$ cat config.mk
export PLATFORM = sky130hd
export DESIGN_NAME = ps2_scancode_decoder_flat
export DESIGN_NICKNAME = d
export VERILOG_FILES = /design/src/rtl/ps2_pkg.sv /design/src/rtl/ps2_scancode_decoder_if.sv /design/src/rtl/ps2_event_fifo.sv /design/src/rtl/ps2_scancode_decoder.sv /design/src/flat_wrapper.sv
export SDC_FILE = /design/constraint.sdc
export NUM_CORES = 1
export LEC_CHECK = 0
export ABC_AREA = 1
export BUFFER_PORTS_ARGS = -buffer_cell sky130_fd_sc_hd__buf_4
export CORE_MARGIN = 1
export CORE_UTILIZATION = 58
export DETAILED_ROUTE_END_ITERATION = 6
export PLACE_DENSITY = 0.86
export SLEW_MARGIN = 10
export SYNTH_ARGS = -nofsm -noshare
export SYNTH_HDL_FRONTEND = slang
export SYNTH_SLANG_ARGS = --single-unit
$ cat constraint.sdc
create_clock -name clk -period 3.05 [get_ports clk]
set_input_delay 0.61 -clock clk [delete_from_list [all_inputs] [get_ports clk]]
set_output_delay 0.61 -clock clk [all_outputs]
set_load 0.02 [all_outputs]
$ cat src/rtl/ps2_pkg.sv
`default_nettype none
// ============================================================================
// Package  : ps2_pkg
// Purpose  : Set-2 scancode constants, decoder state encoding, event layout.
// Revision : 1.0
// ============================================================================
package ps2_pkg;

    localparam int EV_W   = 10;
    localparam int EV_BRK = 9;
    localparam int EV_EXT = 8;

    localparam logic [7:0] PFX_EXT   = 8'hE0;
    localparam logic [7:0] PFX_BRK   = 8'hF0;
    localparam logic [7:0] PFX_PAUSE = 8'hE1;

    localparam logic [7:0] FAKE_LSHIFT = 8'h12;
    localparam logic [7:0] FAKE_RSHIFT = 8'h59;

    localparam logic [7:0] KEY_ESC   = 8'h76;
    localparam logic [7:0] KEY_S     = 8'h1B;
    localparam logic [7:0] KEY_P     = 8'h4D;
    localparam logic [7:0] KEY_R     = 8'h2D;
    localparam logic [7:0] KEY_UP    = 8'h75;
    localparam logic [7:0] KEY_DOWN  = 8'h72;
    localparam logic [7:0] KEY_LEFT  = 8'h6B;
    localparam logic [7:0] KEY_RIGHT = 8'h74;

    // Bytes that follow E1 before the Pause sequence is complete
    localparam logic [2:0] PAUSE_TAIL = 3'd7;

    typedef enum logic [2:0] {
        ST_IDLE    = 3'd0,
        ST_EXT     = 3'd1,
        ST_BRK     = 3'd2,
        ST_EXT_BRK = 3'd3,
        ST_PAUSE   = 3'd4
    } state_t;

    // Keyboard command responses and error codes, never key events
    function automatic logic is_ignored(input logic [7:0] b);
        case (b)
            8'hFA, 8'hAA, 8'hEE, 8'hFE, 8'hFF, 8'h00: return 1'b1;
            default:                                  return 1'b0;
        endcase
    endfunction

    function automatic logic [7:0] held_mask(input logic [7:0] code, input logic ext);
        logic [7:0] m;
        m = '0;
        if (!ext) begin
            case (code)
                KEY_ESC: m[0] = 1'b1;
                KEY_S:   m[1] = 1'b1;
                KEY_P:   m[2] = 1'b1;
                KEY_R:   m[3] = 1'b1;
                default: m    = '0;
            endcase
        end else begin
            case (code)
                KEY_UP:    m[4] = 1'b1;
                KEY_DOWN:  m[5] = 1'b1;
                KEY_LEFT:  m[6] = 1'b1;
                KEY_RIGHT: m[7] = 1'b1;
                default:   m    = '0;
            endcase
        end
        return m;
    endfunction

endpackage
`default_nettype wire

$ cat src/rtl/ps2_scancode_decoder_if.sv
`default_nettype none
// ============================================================================
// Interface : ps2_scancode_decoder_if
// Purpose   : Byte input, event handshake and status bundle of the decoder.
// Revision  : 1.0
// ============================================================================
interface ps2_scancode_decoder_if;
    import ps2_pkg::*;

    logic [7:0]      byte_in;
    logic            byte_valid;
    logic [EV_W-1:0] ev_data;
    logic            ev_valid;
    logic            ev_ready;
    logic [7:0]      held;
    logic            overflow;
    logic            ovf_clr;

    modport master (
        output byte_in, byte_valid, ev_ready, ovf_clr,
        input  ev_data, ev_valid, held, overflow
    );

    modport slave (
        input  byte_in, byte_valid, ev_ready, ovf_clr,
        output ev_data, ev_valid, held, overflow
    );
endinterface
`default_nettype wire

$ cat src/rtl/ps2_event_fifo.sv
`default_nettype none
// ============================================================================
// Module   : ps2_event_fifo
// Purpose  : First-word fall-through FIFO; a write into a full FIFO is dropped.
// Revision : 1.0
// ============================================================================
module ps2_event_fifo #(
    parameter int WIDTH = 10,
    parameter int DEPTH = 8
) (
    input  logic             clk,
    input  logic             rst_n,
    input  logic             wr_en_i,
    input  logic [WIDTH-1:0] wr_data_i,
    input  logic             rd_en_i,
    output logic [WIDTH-1:0] rd_data_o,
    output logic             empty_o,
    output logic             drop_o
);
    localparam int AW = $clog2(DEPTH);

    logic [WIDTH-1:0] mem_q [DEPTH];
    logic [AW:0]      wr_ptr_q, rd_ptr_q, count_q;
    logic             full, pop, push;

    assign empty_o = (count_q == '0);
    assign full    = (wr_ptr_q == {~rd_ptr_q[AW], rd_ptr_q[AW-1:0]});
    assign pop     = rd_en_i & ~empty_o;
    // A pop in the same cycle frees the slot the write lands in
    assign push    = wr_en_i & (~full | pop);
    assign drop_o  = wr_en_i & full & ~pop;

    assign rd_data_o = empty_o ? '0 : mem_q[rd_ptr_q[AW-1:0]];

    always_ff @(posedge clk) begin
        if (push) begin
            mem_q[wr_ptr_q[AW-1:0]] <= wr_data_i;
        end
    end

    always_ff @(posedge clk or negedge rst_n) begin
        if (!rst_n) begin
            wr_ptr_q <= '0;
            rd_ptr_q <= '0;
            count_q  <= '0;
        end else begin
            if (push) wr_ptr_q <= wr_ptr_q + 1'b1;
            if (pop)  rd_ptr_q <= rd_ptr_q + 1'b1;
            case ({push, pop})
                2'b10:   count_q <= count_q + 1'b1;
                2'b01:   count_q <= count_q - 1'b1;
                default: count_q <= count_q;
            endcase
        end
    end
endmodule
`default_nettype wire

$ cat src/rtl/ps2_scancode_decoder.sv
`default_nettype none
// ============================================================================
// Module   : ps2_scancode_decoder
// Purpose  : Resolves Set-2 prefixes into key events, queues them, tracks held keys.
// Revision : 1.0
// ============================================================================
module ps2_scancode_decoder
    import ps2_pkg::*;
#(
    parameter int DEPTH       = 8,
    parameter int TIMEOUT_CYC = 1000000
) (
    input  logic                   clk,
    input  logic                   rst_n,
    ps2_scancode_decoder_if.slave  bus
);
    localparam int              TW       = $clog2(TIMEOUT_CYC + 1);
    localparam logic [TW-1:0]   TMO_LAST = TW'(TIMEOUT_CYC - 1);

    state_t          state_q, state_d;
    logic [2:0]      cnt_q, cnt_d;
    logic [TW-1:0]   tmo_q, tmo_d;
    logic [7:0]      held_q, held_d;
    logic            ovf_q, ovf_d;

    logic            emit;
    logic [EV_W-1:0] ev_word;
    logic [7:0]      key_mask;
    logic            fifo_empty, fifo_drop;
    logic [EV_W-1:0] fifo_rd;
    logic [7:0]      b;

    assign b = bus.byte_in;

    always_comb begin
        state_d = state_q;
        cnt_d   = cnt_q;
        tmo_d   = tmo_q;
        emit    = 1'b0;
        ev_word = '0;
        if (bus.byte_valid) begin
            tmo_d = '0;
            case (state_q)
                ST_IDLE: begin
                    if (b == PFX_EXT) begin
                        state_d = ST_EXT;
                    end else if (b == PFX_BRK) begin
                        state_d = ST_BRK;
                    end else if (b == PFX_PAUSE) begin
                        state_d = ST_PAUSE;
                        cnt_d   = PAUSE_TAIL;
                    end else if (!is_ignored(b)) begin
                        emit    = 1'b1;
                        ev_word = {2'b00, b};
                    end
                end
                ST_EXT: begin
                    if (b == PFX_BRK) begin
                        state_d = ST_EXT_BRK;
                    end else begin
                        state_d = ST_IDLE;
                        // E0 12 / E0 59 are the keyboard's synthetic shift codes
                        if (b != FAKE_LSHIFT && b != FAKE_RSHIFT) begin
                            emit    = 1'b1;
                            ev_word = {2'b01, b};
                        end
                    end
                end
                ST_BRK: begin
                    state_d = ST_IDLE;
                    emit    = 1'b1;
                    ev_word = {2'b10, b};
                end
                ST_EXT_BRK: begin
                    state_d = ST_IDLE;
                    if (b != FAKE_LSHIFT && b != FAKE_RSHIFT) begin
                        emit    = 1'b1;
                        ev_word = {2'b11, b};
                    end
                end
                ST_PAUSE: begin
                    if (cnt_q == 3'd1) begin
                        state_d = ST_IDLE;
                        emit    = 1'b1;
                        ev_word = {2'b01, PFX_PAUSE};
                    end else begin
                        cnt_d = cnt_q - 3'd1;
                    end
                end
                default: state_d = ST_IDLE;
            endcase
        end else if (state_q != ST_IDLE) begin
            if (tmo_q == TMO_LAST) begin
                state_d = ST_IDLE;
                tmo_d   = '0;
            end else begin
                tmo_d = tmo_q + 1'b1;
            end
        end
    end

    // Held flags follow decoded events even when the FIFO drops them
    always_comb begin
        key_mask = held_mask(ev_word[7:0], ev_word[EV_EXT]);
        held_d   = held_q;
        if (emit) begin
            held_d = ev_word[EV_BRK] ? (held_q & ~key_mask) : (held_q | key_mask);
        end
        ovf_d = (ovf_q & ~bus.ovf_clr) | fifo_drop;
    end

    always_ff @(posedge clk or negedge rst_n) begin
        if (!rst_n) begin
            state_q <= ST_IDLE;
            cnt_q   <= '0;
            tmo_q   <= '0;
            held_q  <= '0;
            ovf_q   <= 1'b0;
        end else begin
            state_q <= state_d;
            cnt_q   <= cnt_d;
            tmo_q   <= tmo_d;
            held_q  <= held_d;
            ovf_q   <= ovf_d;
        end
    end

    ps2_event_fifo #(
        .WIDTH (EV_W),
        .DEPTH (DEPTH)
    ) u_fifo (
        .clk       (clk),
        .rst_n     (rst_n),
        .wr_en_i   (emit),
        .wr_data_i (ev_word),
        .rd_en_i   (bus.ev_ready),
        .rd_data_o (fifo_rd),
        .empty_o   (fifo_empty),
        .drop_o    (fifo_drop)
    );

    assign bus.ev_valid = ~fifo_empty;
    assign bus.ev_data  = fifo_rd;
    assign bus.held     = held_q;
    assign bus.overflow = ovf_q;
endmodule
`default_nettype wire

$ cat src/flat_wrapper.sv
// flat-port wrapper written by rule: the top's interface ports become plain ports
module ps2_scancode_decoder_flat import ps2_pkg::*;
#(
    parameter int DEPTH       = 8,
    parameter int TIMEOUT_CYC = 1000000
)
  (clk, rst_n, bus_byte_in, bus_byte_valid, bus_ev_ready, bus_ovf_clr, bus_ev_data, bus_ev_valid, bus_held, bus_overflow);
  ps2_scancode_decoder_if bus_i ();
  input  logic clk;
  input  logic rst_n;
  input wire logic [$bits(bus_i.byte_in)-1:0] bus_byte_in;
  input wire logic [$bits(bus_i.byte_valid)-1:0] bus_byte_valid;
  input wire logic [$bits(bus_i.ev_ready)-1:0] bus_ev_ready;
  input wire logic [$bits(bus_i.ovf_clr)-1:0] bus_ovf_clr;
  output wire logic [$bits(bus_i.ev_data)-1:0] bus_ev_data;
  output wire logic [$bits(bus_i.ev_valid)-1:0] bus_ev_valid;
  output wire logic [$bits(bus_i.held)-1:0] bus_held;
  output wire logic [$bits(bus_i.overflow)-1:0] bus_overflow;
  assign bus_i.byte_in = bus_byte_in;
  assign bus_i.byte_valid = bus_byte_valid;
  assign bus_i.ev_ready = bus_ev_ready;
  assign bus_i.ovf_clr = bus_ovf_clr;
  assign bus_ev_data = bus_i.ev_data;
  assign bus_ev_valid = bus_i.ev_valid;
  assign bus_held = bus_i.held;
  assign bus_overflow = bus_i.overflow;
  ps2_scancode_decoder #(.DEPTH(DEPTH), .TIMEOUT_CYC(TIMEOUT_CYC)) u_core (.clk(clk), .rst_n(rst_n), .bus(bus_i));
endmodule
; Word level (Yosys, flattened, before mapping)
; Memory sizes are Yosys's and may differ from the RTL's.
; Cells that the tools add are included.
[classes]
addsub = 6
eq_ne = 33
n_mux = 56
n_bitwise = 15
n_reduce_logical = 12
[op_table]
columns = cell, n
row1 = 10-bit 2-to-1 mux, 7
row2 = "8-bit equality test, second input constant", 8
row3 = 20-bit 2-to-1 mux, 3
row4 = 10-bit case mux with 5 select lines, 1
row5 = "8-bit by 7-bit equality test with 1-bit output, second input constant", 6
row6 = 3-bit 2-to-1 mux, 11
row7 = 1-bit 2-to-1 mux, 24
row8 = 8-bit 2-to-1 mux, 3
row9 = "20-bit by 1-bit adder with 20-bit output, second input constant", 1
row10 = "20-bit equality test, second input constant", 1
row11 = 9-bit 2-to-1 mux, 2
row12 = "4-bit by 1-bit adder with 4-bit output, second input constant", 3
row13 = 3-bit case mux with 3 select lines, 1
row14 = 8-bit AND, 1
row15 = "8-bit by 5-bit equality test with 1-bit output, second input constant", 1
row16 = "8-bit by 6-bit equality test with 1-bit output, second input constant", 1
row17 = 8-bit logical NOT, 1
row18 = "8-bit by 5-bit inequality test with 1-bit output, second input constant", 1
row19 = "8-bit by 7-bit inequality test with 1-bit output, second input constant", 1
row20 = 8-bit NOT, 1
row21 = 8-bit OR, 1
row22 = 4-bit case mux with 2 select lines, 1
row23 = 2-bit nonzero test, 4
row24 = "3-bit by 1-bit equality test with 1-bit output, second input constant", 2
row25 = other kinds (24), 36
[totals]
reg_bits = 47
ram_bits = 80
input_bits = 13
wordCells = 131
n_memories = 1
[memory_table]
columns = name, words, word_bits, rd, rd_clocked_by_memory_dff, write_ports, line
row1 = u_core.u_fifo.mem_q, 8, 10, 1, 0, 1, ps2_event_fifo.sv:22  ; logic [WIDTH-1:0] mem_q [DEPTH];

; Logic depth before layout (Yosys ltp)
; Gate-level depths: netlist (run 1).
[depth]
ltp_word = 20
ltp_mapped = 22
depth_no_buf = 22

; Modules after synthesis
; Synthesis (run 1) repeated with hierarchy kept, for this count alone.
[unflattened]
hier_cells = 698
hier_area_um2 = 6421.2
[by_module_without_submodules]
columns = module, instances, cells_each, area_each_um2, seq_area_each_um2
row1 = ps2_event_fifo, 1, 326, 3892.5, 2702.6
row2 = ps2_scancode_decoder, 1, 372, 2528.7, 875.8

; Worst setup path after synthesis (run 1)
; Ideal clock, no wire load.
[synth_path]
kind = input to register
from = in bus_byte_in[0]
to = reg u_core.u_fifo.count_q[3]
arrival_time_ns = 2.567
required_ns = 2.937
setup_slack_ns = 0.370
cell_stages = 21
path_buffers = 1
cell_sequence = buf_4 -> inv_2 -> nand2_1 -> nor2_1 -> nand2_2 -> nand3_2 -> nand2_2 -> nor2_8 -> nand3_4 -> nand2_1 -> nand2_2 -> inv_1 -> ha_1 -> nand2_1 -> nand2_1 -> a31oi_1 -> inv_1 -> nand2_1 -> nand3_1 -> nand2_1 -> inv_1
[synth_via]
elab_chain_len = 17
elab_cells_between_ends = 32
cone_classes = eq/ne: 12 / mux: 15 / bitwise: 1 / reduce/logical: 4
[synth_rtl]
columns = element, line
row1 = start: declaration, flat_wrapper.sv:11  ; input wire logic [$bits(bus_i.byte_in)-1:0] bus_byte_in;
row2 = 8-bit equality test or 8-bit logical NOT (tied branches), ps2_pkg.sv:42  ; case (b)
row3 = 6-bit OR reduction, ps2_pkg.sv:42
row4 = 1-bit 2-to-1 mux, ps2_pkg.sv:42
row5 = 1-bit 2-to-1 mux, ps2_scancode_decoder.sv:49  ; end else if (b == PFX_PAUSE) begin
row6 = 1-bit 2-to-1 mux, ps2_scancode_decoder.sv:47  ; end else if (b == PFX_BRK) begin
row7 = 1-bit 2-to-1 mux, ps2_scancode_decoder.sv:45  ; if (b == PFX_EXT) begin
row8 = 1-bit 2-to-1 mux, ps2_scancode_decoder.sv:43  ; case (state_q)
row9 = 1-bit 2-to-1 mux, ps2_scancode_decoder.sv:41  ; if (bus.byte_valid) begin
row10 = 1-bit 2-to-1 mux, ps2_scancode_decoder.sv:52  ; end else if (!is_ignored(b)) begin
row11 = 1-bit 2-to-1 mux, ps2_scancode_decoder.sv:49
row12 = 1-bit 2-to-1 mux, ps2_scancode_decoder.sv:47
row13 = 1-bit 2-to-1 mux, ps2_scancode_decoder.sv:45
row14 = 1-bit case mux with 5 select lines *, ps2_scancode_decoder.sv:43
row15 = 1-bit 2-to-1 mux *, ps2_scancode_decoder.sv:41
row16 = 1-bit AND *, ps2_event_fifo.sv:30  ; assign push = wr_en_i & (~full | pop);
row17 = 2-bit by 1-bit equality test with 1-bit output or 2-bit equality test (tied branches), ps2_event_fifo.sv:49  ; case ({push, pop})
row18 = 4-bit case mux with 2 select lines or 2-bit nonzero test (tied branches), -
row19 = end signal: assignment, ps2_event_fifo.sv:50  ; 2'b10: count_q <= count_q + 1'b1;
row20 = end signal: assignment, ps2_event_fifo.sv:51  ; 2'b01: count_q <= count_q - 1'b1;
row21 = end signal: assignment, ps2_event_fifo.sv:52  ; default: count_q <= count_q;
row22 = end: declaration, ps2_event_fifo.sv:23  ; logic [AW:0] wr_ptr_q, rd_ptr_q, count_q;
; Mark *: on every way between the ends. The rest lies on a longest branch, timed or not. The select of a mux whose other input is x is not followed.
; A chain may end at the register's enable or synchronous reset.

; Worst setup path in the final report (run 1)
[layout_path]
from = reg u_core.u_fifo.count_q[0]
to = out bus_ev_data[0]
[layout_via]
elab_chain_len = 2
[layout_rtl]
columns = element, line
row1 = 4-bit logical NOT, ps2_event_fifo.sv:26  ; assign empty_o = (count_q == '0);
row2 = 10-bit 2-to-1 mux, ps2_event_fifo.sv:33  ; assign rd_data_o = empty_o ? '0 : mem_q[rd_ptr_q[AW-1:0]];
row3 = end: declaration, flat_wrapper.sv:15  ; output wire logic [$bits(bus_i.ev_data)-1:0] bus_ev_data;
; Every way passes these cells.

==> results of run 1 <==
-- flip-flops by register name, indices dropped and copies added, names as in the netlist, named ones only --
signal                  count
u_core.u_fifo.rd_ptr_q      4
u_core.u_fifo.count_q       4
u_core.bus.overflow         1
u_core.cnt_q                3
u_core.u_fifo.wr_ptr_q      4
u_core.state_q              3
u_core.u_fifo.mem_q        80
u_core.tmo_q               20
-- placed cells by master (no fill, tap or decap), types with 14 or more instances in the layout --
cell / count
nor2_1: 135
nand2_1: 104
edfxtp_1: 80
inv_1: 69
o21ai_0: 59
buf_4: 50
dfrtp_1: 47
nand3_1: 28
nand4_1: 19
clkbuf_16: 16
nor3_1: 14
a31oi_1: 14
-- cell type report --
type	count	area (um^2)	share of cell area
timing repair buffer	51	386.6	0.05145
sequential	127	3578	0.4762
inverter	79	300.3	0.03996
multi-input combinational	479	2490	0.3313
tap	140	175.2	0.02331
clock inverter	14	170.2	0.02264
clock buffer	17	414.1	0.05511
-- per-stage QoR --
step	cells	hold slack, ps
global route	907	138.8
floorplan	706	314.4
global placement	876	455.6
detailed placement	876	467.5
finish	907	105.9
CTS	907	107.1
-- worst max-delay path, delay by kind of cell, from the launching register on --
family                 cells  cell delay, ps
AND/OR/NAND/NOR            1             510
AO/OA/AOI/OAI              2             280
buffers and inverters      2             570
flip-flops                 1             430
-- where the power goes --
group | switching [mW] | internal, mW | total, mW
Combinational | 1.51 | 0.778 | 2.29
Clock | 0.748 | 1.24 | 1.99
Sequential | 0.154 | 2.11 | 2.26
Total | 2.41 | 4.13 | 6.53
-- worst min path at each step --
stage | start | slack (ps) | end | cells after the start
after detailed placement | register | 470 | register | 2
after global routing | rst_n | 140 | u_core.tmo_q[5] | 1
final | rst_n | 110 | u_core.tmo_q[6] | 1
after floorplan | rst_n | 310 | asynchronous set/reset pin | 0
after global placement | register | 460 | register | 2
after CTS | rst_n | 110 | u_core.tmo_q[6] | 1
-- cells by family after synthesis --
kind of cell / count (synthesis)
flip-flops: 127
AO/OA/AOI/OAI: 111
adder cells (fa/ha/maj): 8
multiplexers: 1
XOR/XNOR: 14
AND/OR/NAND/NOR: 345
buffers and inverters: 100
-- routing by layer --
metal,GRT usage,up-vias,wire (um)
met4,0.1096,0,289
met3,0.05206,35,846
met2,0.4995,196,8106
met5,0,-,0
li1,-,2488,-
met1,0.3393,2582,6139
-- repair_timing --
action | CTS | global route
endpoints found under the setup margin | 0 | 4
buffers inserted | 0 | 0
gates resized for setup | 0 | 2
hold buffers | 0 | 0
==> results.tsv, run 1 <==
metric	value	unit
initial_core_util	0.5952	
async_reset_ff_frac	0.3701	
drt-total-wl	15380	um
rsz0062_at_grt	no	
drc	1	
timing.rr.end	u_core.u_fifo.count_q[3]	
vdd_drop_max	0.0006269	V
grt_max_degree	48	
clkTransAtPathRegs	60	ps
synthMuxAreaShare	0.001551	
yosys_warnings	0	
slew_headroom	0.5890	
die_h	107.5	um
core_area	10840	um^2
grt_pass1_wl	24470	um
synth_area_per_cell	9.139	um^2
yosys_register_bits	127	
dp_hpwl	10290	um
p_leak	3.165	nW
max_stage_delay	510	ps
clock_latency	520	ps
path_cells	nor4_1 -> inv_1 -> o21ai_0 -> a31oi_1 -> buf_4	
antenna_found_initial	0	
vias	5301	
ys_types	47	
synth_top_area_share	0.3723	
dieWidth	107.5	um
synth_edf_count	80	
cp-endpoint	bus_ev_data[0]	
drive_gt1_frac	0.1669	
violations	DRC	
synth_area	6452	um^2
grt_usage	0.2816	
setup_viol	0	
critPathLaunchType	register	
hp-class	in2async	
crit_arrival	2310	ps
synth_top_family_by_area	simple AND/OR/NAND/NOR gates	
synth_most_common_cell	nor2_1	
grt_pass1_vias	5108	
wl_per_cell	16.96	um
num_io_pins	33	
p_total	6.534	mW
area_delta_synth_final	16.46	%
ant_nets	0	
cts_buffers	17	
setup_tns	0	ps
yosysSeqAreaShare	0.5546	
outcome	finished, violations left	
fmax	342.1	MHz
cp.required	2440	ps
place_ws	-21.52	ps
root_buffer	clkbuf_8	
reg2reg_depth	18	
antenna_cells	0	
crit_path_top_delay_cell	nor4_1	
synth_compound_area_frac	0.09715	
r2r_start	u_core.state_q[0]	
overflow	0	
drt-pass1-iter-count	7	
rows	38	
synth_ff_type	edfxtp_1	
cts_tree	done	
place_area	6923	um^2
period_share	0.9584	
numPortBuffers	32	
synth_nets	727	
final.setup.worst_slack	127.0	ps
clock_path_buffers	2	
htreeDepth	4	
maxCapViolCount	0	
tightest_slew	614.2	ps
syn-instance-count	706	
crit_start	u_core.u_fifo.count_q[0]	
report.final.slew_viol_count	0	
cp-end-kind	output port	
crit_type	reg2out	
fin_crit	2923	ps
drt_iter0_markers	448	
synth_xor_xnor_area_share	0.01900	
r2r_setup_slack	240	ps
netlist_top_cells_count	nor2_1, nand2_1, edfxtp_1, inv_1, o21ai_0	
cts_sinks	127	
synth_area_leaders	edfxtp_1, dfrtp_1, nor2_1, nand2_1, o21ai_0	
nets	776	
yosysTopAreaCell	edfxtp_1	
stdcell_area	7515	um^2
gp_routability_congestion	0.8691	
via_per_inst	5.845	
synth_fa_ha_area_frac	0.01668	
utilization	0.6932	
clock_skew	5.926	ps
synth-simple-area-share	0.2515	
finalHoldViolations	0	
die_area	11550	um^2
path_max_fanout	11	
fillers	815	
power.density	869.5	nW/um^2
No activity file was read; power rests on OpenSTA's default activity.
==> run 2, diff against run 1 <==
- CORE_MARGIN: 1 -> 2
==> results.tsv, run 2 (synthesized netlist as in run 1, its figures left out) <==
metric	value	unit	change
outcome	complete, no violations		
crit_arrival	2340	ps	+30 ps
initial_core_util	0.5952		unchanged
overflow	0		unchanged
antenna_cells	0		unchanged
drt-pass1-iter-count	5		-2
grt_usage	0.2728		-0.008808
htreeDepth	4		unchanged
numPortBuffers	32		unchanged
largest_reg_flops	80		unchanged
vdd_drop_max	0.0006476	V	+3.3%
r2r_start	u_core.state_q[0]		
rsz0062_at_grt	no		
final.setup.worst_slack	95.89	ps	-31.12 ps
p_total	6.684	mW	+2.3%
maxCapViolCount	0		unchanged
gp_routability_congestion	0.8890		+2.3%
slew_headroom	0.5060		-0.08304
reg2reg_depth	18		unchanged
antenna_found_initial	0		unchanged
grt_pass1_wl	24580	um	+0.42%
crit_start	u_core.u_fifo.rd_ptr_q[0]		
clkTransAtPathRegs	60	ps	about the same
wl_per_cell	17.08	um	+0.73%
r2r_setup_slack	320	ps	+80 ps
final_cell_mix	nor2_1, nand2_1, edfxtp_1		
root_buffer	clkbuf_8		
dp_hpwl	10080	um	-2.0%
utilization	0.7009		+0.007733
cts_sinks	127		unchanged
path_max_fanout	7		-4
drc	0		-1
dieWidth	109.5	um	+1.9%
timing.rr.end	u_core.u_fifo.count_q[3]		
cp-end-kind	output port		
cts_buffers	17		unchanged
max_stage_delay	510	ps	about the same
cts_tree	done		
finalHoldViolations	0		unchanged
report.final.slew_viol_count	0		unchanged
die_h	109.5	um	+1.9%
fin_crit	2954	ps	+31.12 ps
drt-total-wl	15580	um	+1.3%
core_area	10840	um^2	unchanged
path_cells	clkinvlp_4 -> buf_4 -> o21ai_0 -> o22ai_1 -> o21ai_0 -> a31oi_2 -> buf_4		
drt_iter0_markers	380		-15%
p_leak	3.194	nW	+0.90%
die_area	11980	um^2	+3.8%
critPathLaunchType	register		
fmax	338.5	MHz	-1.1%
cp.required	2440	ps	about the same
num_io_pins	33		unchanged
tightest_slew	740.2	ps	+126.0 ps
power.density	879.6	nW/um^2	+1.2%
setup_viol	0		unchanged
nets	780		+0.52%
layout_commonest_cell	nor2_1		
period_share	0.9686		+0.01020
hp-class	in2async		
cp-endpoint	bus_ev_data[8]		
place_ws	-3.868	ps	+17.65 ps
place_area	6935	um^2	+0.18%
via_per_inst	5.745		-1.7%
drive_gt1_frac	0.1762		+0.009282
clock_latency	520	ps	about the same
grt_pass1_vias	5097		-0.22%
grt_max_degree	48		unchanged
area_delta_synth_final	17.76	%	
holdBufCountCts	0		unchanged
vias	5239		-1.2%
stdcell_area	7599	um^2	+1.1%
ant_nets	0		unchanged
clock_skew	5.753	ps	-0.1734 ps
rows	38		unchanged
crit_path_top_delay_cell	dfrtp_1		
clock_path_buffers	2		unchanged
crit_type	reg2out		
==> run 2: what timing repair did <==
item                       CTS  global route
cloned                       0             1
setup endpoints to repair    1             7
buffers inserted             0             3
gates resized for setup      2             6
==> run 2: how the worst min path moves through the flow <==
stage,startpoint,to,depth (start not counted)
floorplan,rst_n,asynchronous set/reset pin,0
global placement,register,register,2
detailed placement,register,register,2
CTS,rst_n,u_core.tmo_q[5],1
global route,rst_n,u_core.tmo_q[5],1
finish,rst_n,u_core.tmo_q[5],1
==> run 2: power by group <==
part	internal, mW	switching [mW]	total (mW)	leakage [nW]
sequential	2.11	0.161	2.27	1.34
combinational	0.813	1.53	2.35	1.57
clock	1.32	0.744	2.06	0.287
total	4.24	2.44	6.68	3.19
==> run 2: critical path: cells and delay by family (launching register included) <==
family / cells / cell delay [ps]
buffers and inverters: 3 / 650
flip-flops: 1 / 510
AO/OA/AOI/OAI: 4 / 650
==> run 2: per-layer routing <==
layer	wire, um	vias up	GRT usage
met5	0	-	0
met4	316	0	0.1193
met3	915	35	0.05453
met2	8101	204	0.4793
met1	6246	2510	0.3246
li1	-	2490	-
==> run 2: cell type report <==
class / count / area (um^2)
Clock buffer: 17 / 414.1
Timing Repair inverter: 1 / 5.005
Multi-Input combinational cell: 479 / 2496
Sequential cell: 127 / 3578
Clock inverter: 15 / 195.2
Fill cell: 785 / 3242
Timing Repair Buffer: 54 / 430.4
Tap cell: 140 / 175.2
Inverter: 79 / 304.0
==> run 2: metrics by stage <==
| step | setup TNS (ps) | instances | hold WS, ps |
|---|---|---|---|
| global route | 0 | 912 | 145.1 |
| global placement | 0 | 876 | 456.1 |
| floorplan | 0 | 706 | 314.4 |
| CTS | 0 | 908 | 111.1 |
| finish | 0 | 912 | 82.15 |
| detailed placement | -3.868 | 876 | 466.9 |
==> run 3, diff against run 2 <==
- CORE_ASPECT_RATIO: not set -> 1.25
- GPL_ROUTABILITY_DRIVEN: not set -> 1
==> results.tsv, run 3 (synthesized netlist as in run 1, its figures left out) <==
metric	value	unit	change
outcome	complete, no violations		
cp-end-kind	output port		
die_area	11990	um^2	about the same
met2_usage	0.5089		+0.02965
r2r_setup_slack	410	ps	+90 ps
gp_routability_congestion	0.9118		+2.6%
slew_headroom	0.5523		+0.04627
finalHoldViolations	0		unchanged
numPortBuffers	32		unchanged
antenna_found_initial	0		unchanged
grt_util_met3	0.04991		-0.004621
grt_pass1_wl	25230	um	+2.6%
area_delta_synth_final	15.51	%	
fmax	347.4	MHz	+2.6%
nets	775		-0.64%
setup_viol	0		unchanged
drive_gt1_frac	0.1606		-0.01559
report.final.slew_viol_count	0		unchanged
dp_hpwl	10490	um	+4.0%
grtUsageMet1	0.3016		-0.02304
rsz0062_at_grt	no		
ctsResizeCount	0		-2
power.density	845.8	nW/um^2	-3.8%
final_cells	901		-1.2%
dieWidth	98.34	um	-10%
grt_max_degree	48		unchanged
ant_nets	0		unchanged
timing.rr.end	u_core.u_fifo.count_q[3]		
root_buffer	clkbuf_16		
largest_reg_flops	80		unchanged
cts_sinks	127		unchanged
cts_buffers	17		unchanged
layout_commonest_cell	nor2_1		
vdd_drop_max	0.0004422	V	-32%
rows	43		+13%
crit_type	reg2out		
clock_path_buffers	2		unchanged
clock_latency	420	ps	-100 ps
tightest_slew	670.9	ps	-69.33 ps
cts_setup_buffers	0		unchanged
num_io_pins	33		unchanged
place_ws	12.32	ps	+16.19 ps
fillers	847		+7.9%
drt-total-wl	15050	um	-3.4%
setup_tns	0	ps	unchanged
clkTransAtPathRegs	50	ps	about the same
htreeDepth	4		unchanged
crit_arrival	2270	ps	-70 ps
die_h	121.9	um	+11%
grt_pass1_vias	5296		+3.9%
cts_tree	done		
p_total	6.304	mW	-5.7%
cp.required	2440	ps	about the same
antenna_cells	0		unchanged
clock_skew	7.533	ps	+1.780 ps
final_cell_mix	nor2_1, nand2_1, edfxtp_1		
vias	5163		-1.5%
utilization	0.6791		-0.02185
drt-pass1-iter-count	5		unchanged
via_per_inst	5.730		-0.25%
period_share	0.9437		-0.02482
path_max_fanout	22		+15
maxCapViolCount	0		unchanged
p_leak	3.150	nW	-1.4%
hp-class	in2async		
core_area	10980	um^2	+1.2%
drt_iter0_markers	486		+28%
grt_usage	0.2699		-0.002886
critPathLaunchType	register		
final.setup.worst_slack	171.6	ps	+75.70 ps
drc	0		unchanged
wl_per_cell	16.71	um	-2.2%
place_inst	870		-0.68%
r2r_start	u_core.state_q[0]		
holdBufCountCts	0		unchanged
reg2reg_depth	18		unchanged
initial_core_util	0.5879		-0.007328
busiest_layer	met2		
fin_crit	2878	ps	-75.70 ps
overflow	0		unchanged
==> run 3: area by class of cell <==
class | count | area [um^2] | area share
well taps | 135 | 168.9 | 0.02266
repair buffers | 50 | 387.9 | 0.05204
flip-flops and latches | 127 | 3578 | 0.4801
clock buffers | 20 | 436.7 | 0.05859
multi-input cells | 479 | 2490 | 0.3341
clock inverters | 11 | 95.09 | 0.01276
inverters | 79 | 296.5 | 0.03979
==> run 3: power by group <==
group	switching [mW]	internal (mW)
Combinational	1.45	0.778
Clock	0.712	1.11
Sequential	0.144	2.11
==> run 3: through the flow <==
stage,instance area [um^2],hold slack [ps]
2_1_floorplan,6452,314.4
3_3_place_gp,6922,460.6
3_5_place_dp,6922,467.0
4_1_cts,7453,211.9
5_1_grt,7453,260.9
6_report,7453,213.7
==> run 3: metal layers <==
layer | routed length, um | part of all wire | up-vias
li1 | - | - | 2491
met1 | 5661 | 0.38 | 2463
met3 | 769 | 0.051 | 35
met4 | 305 | 0.020 | 0
met5 | 0 | 0 | -
met2 | 8318 | 0.55 | 174
==> run 3: worst max-delay path by stage <==
stage                                          from  cells after the start                       end
after floorplan                      bus_byte_in[0]                     21  u_core.u_fifo.count_q[3]
after global placement               bus_byte_in[2]                     21  u_core.u_fifo.count_q[3]
after detailed placement             bus_byte_in[2]                     21  u_core.u_fifo.count_q[3]
after CTS                 u_core.u_fifo.rd_ptr_q[0]                      6            bus_ev_data[2]
after global routing      u_core.u_fifo.rd_ptr_q[0]                      7            bus_ev_data[6]
final                     u_core.u_fifo.rd_ptr_q[0]                      6            bus_ev_data[2]
==> run 3: critical path, stage by stage (launching register included) <==
cell and delay [ps]:
dfrtp_1 380, inv_1 500, o21ai_0 190, o22ai_1 150
o21ai_0 110, a31oi_1 320, buf_4 210
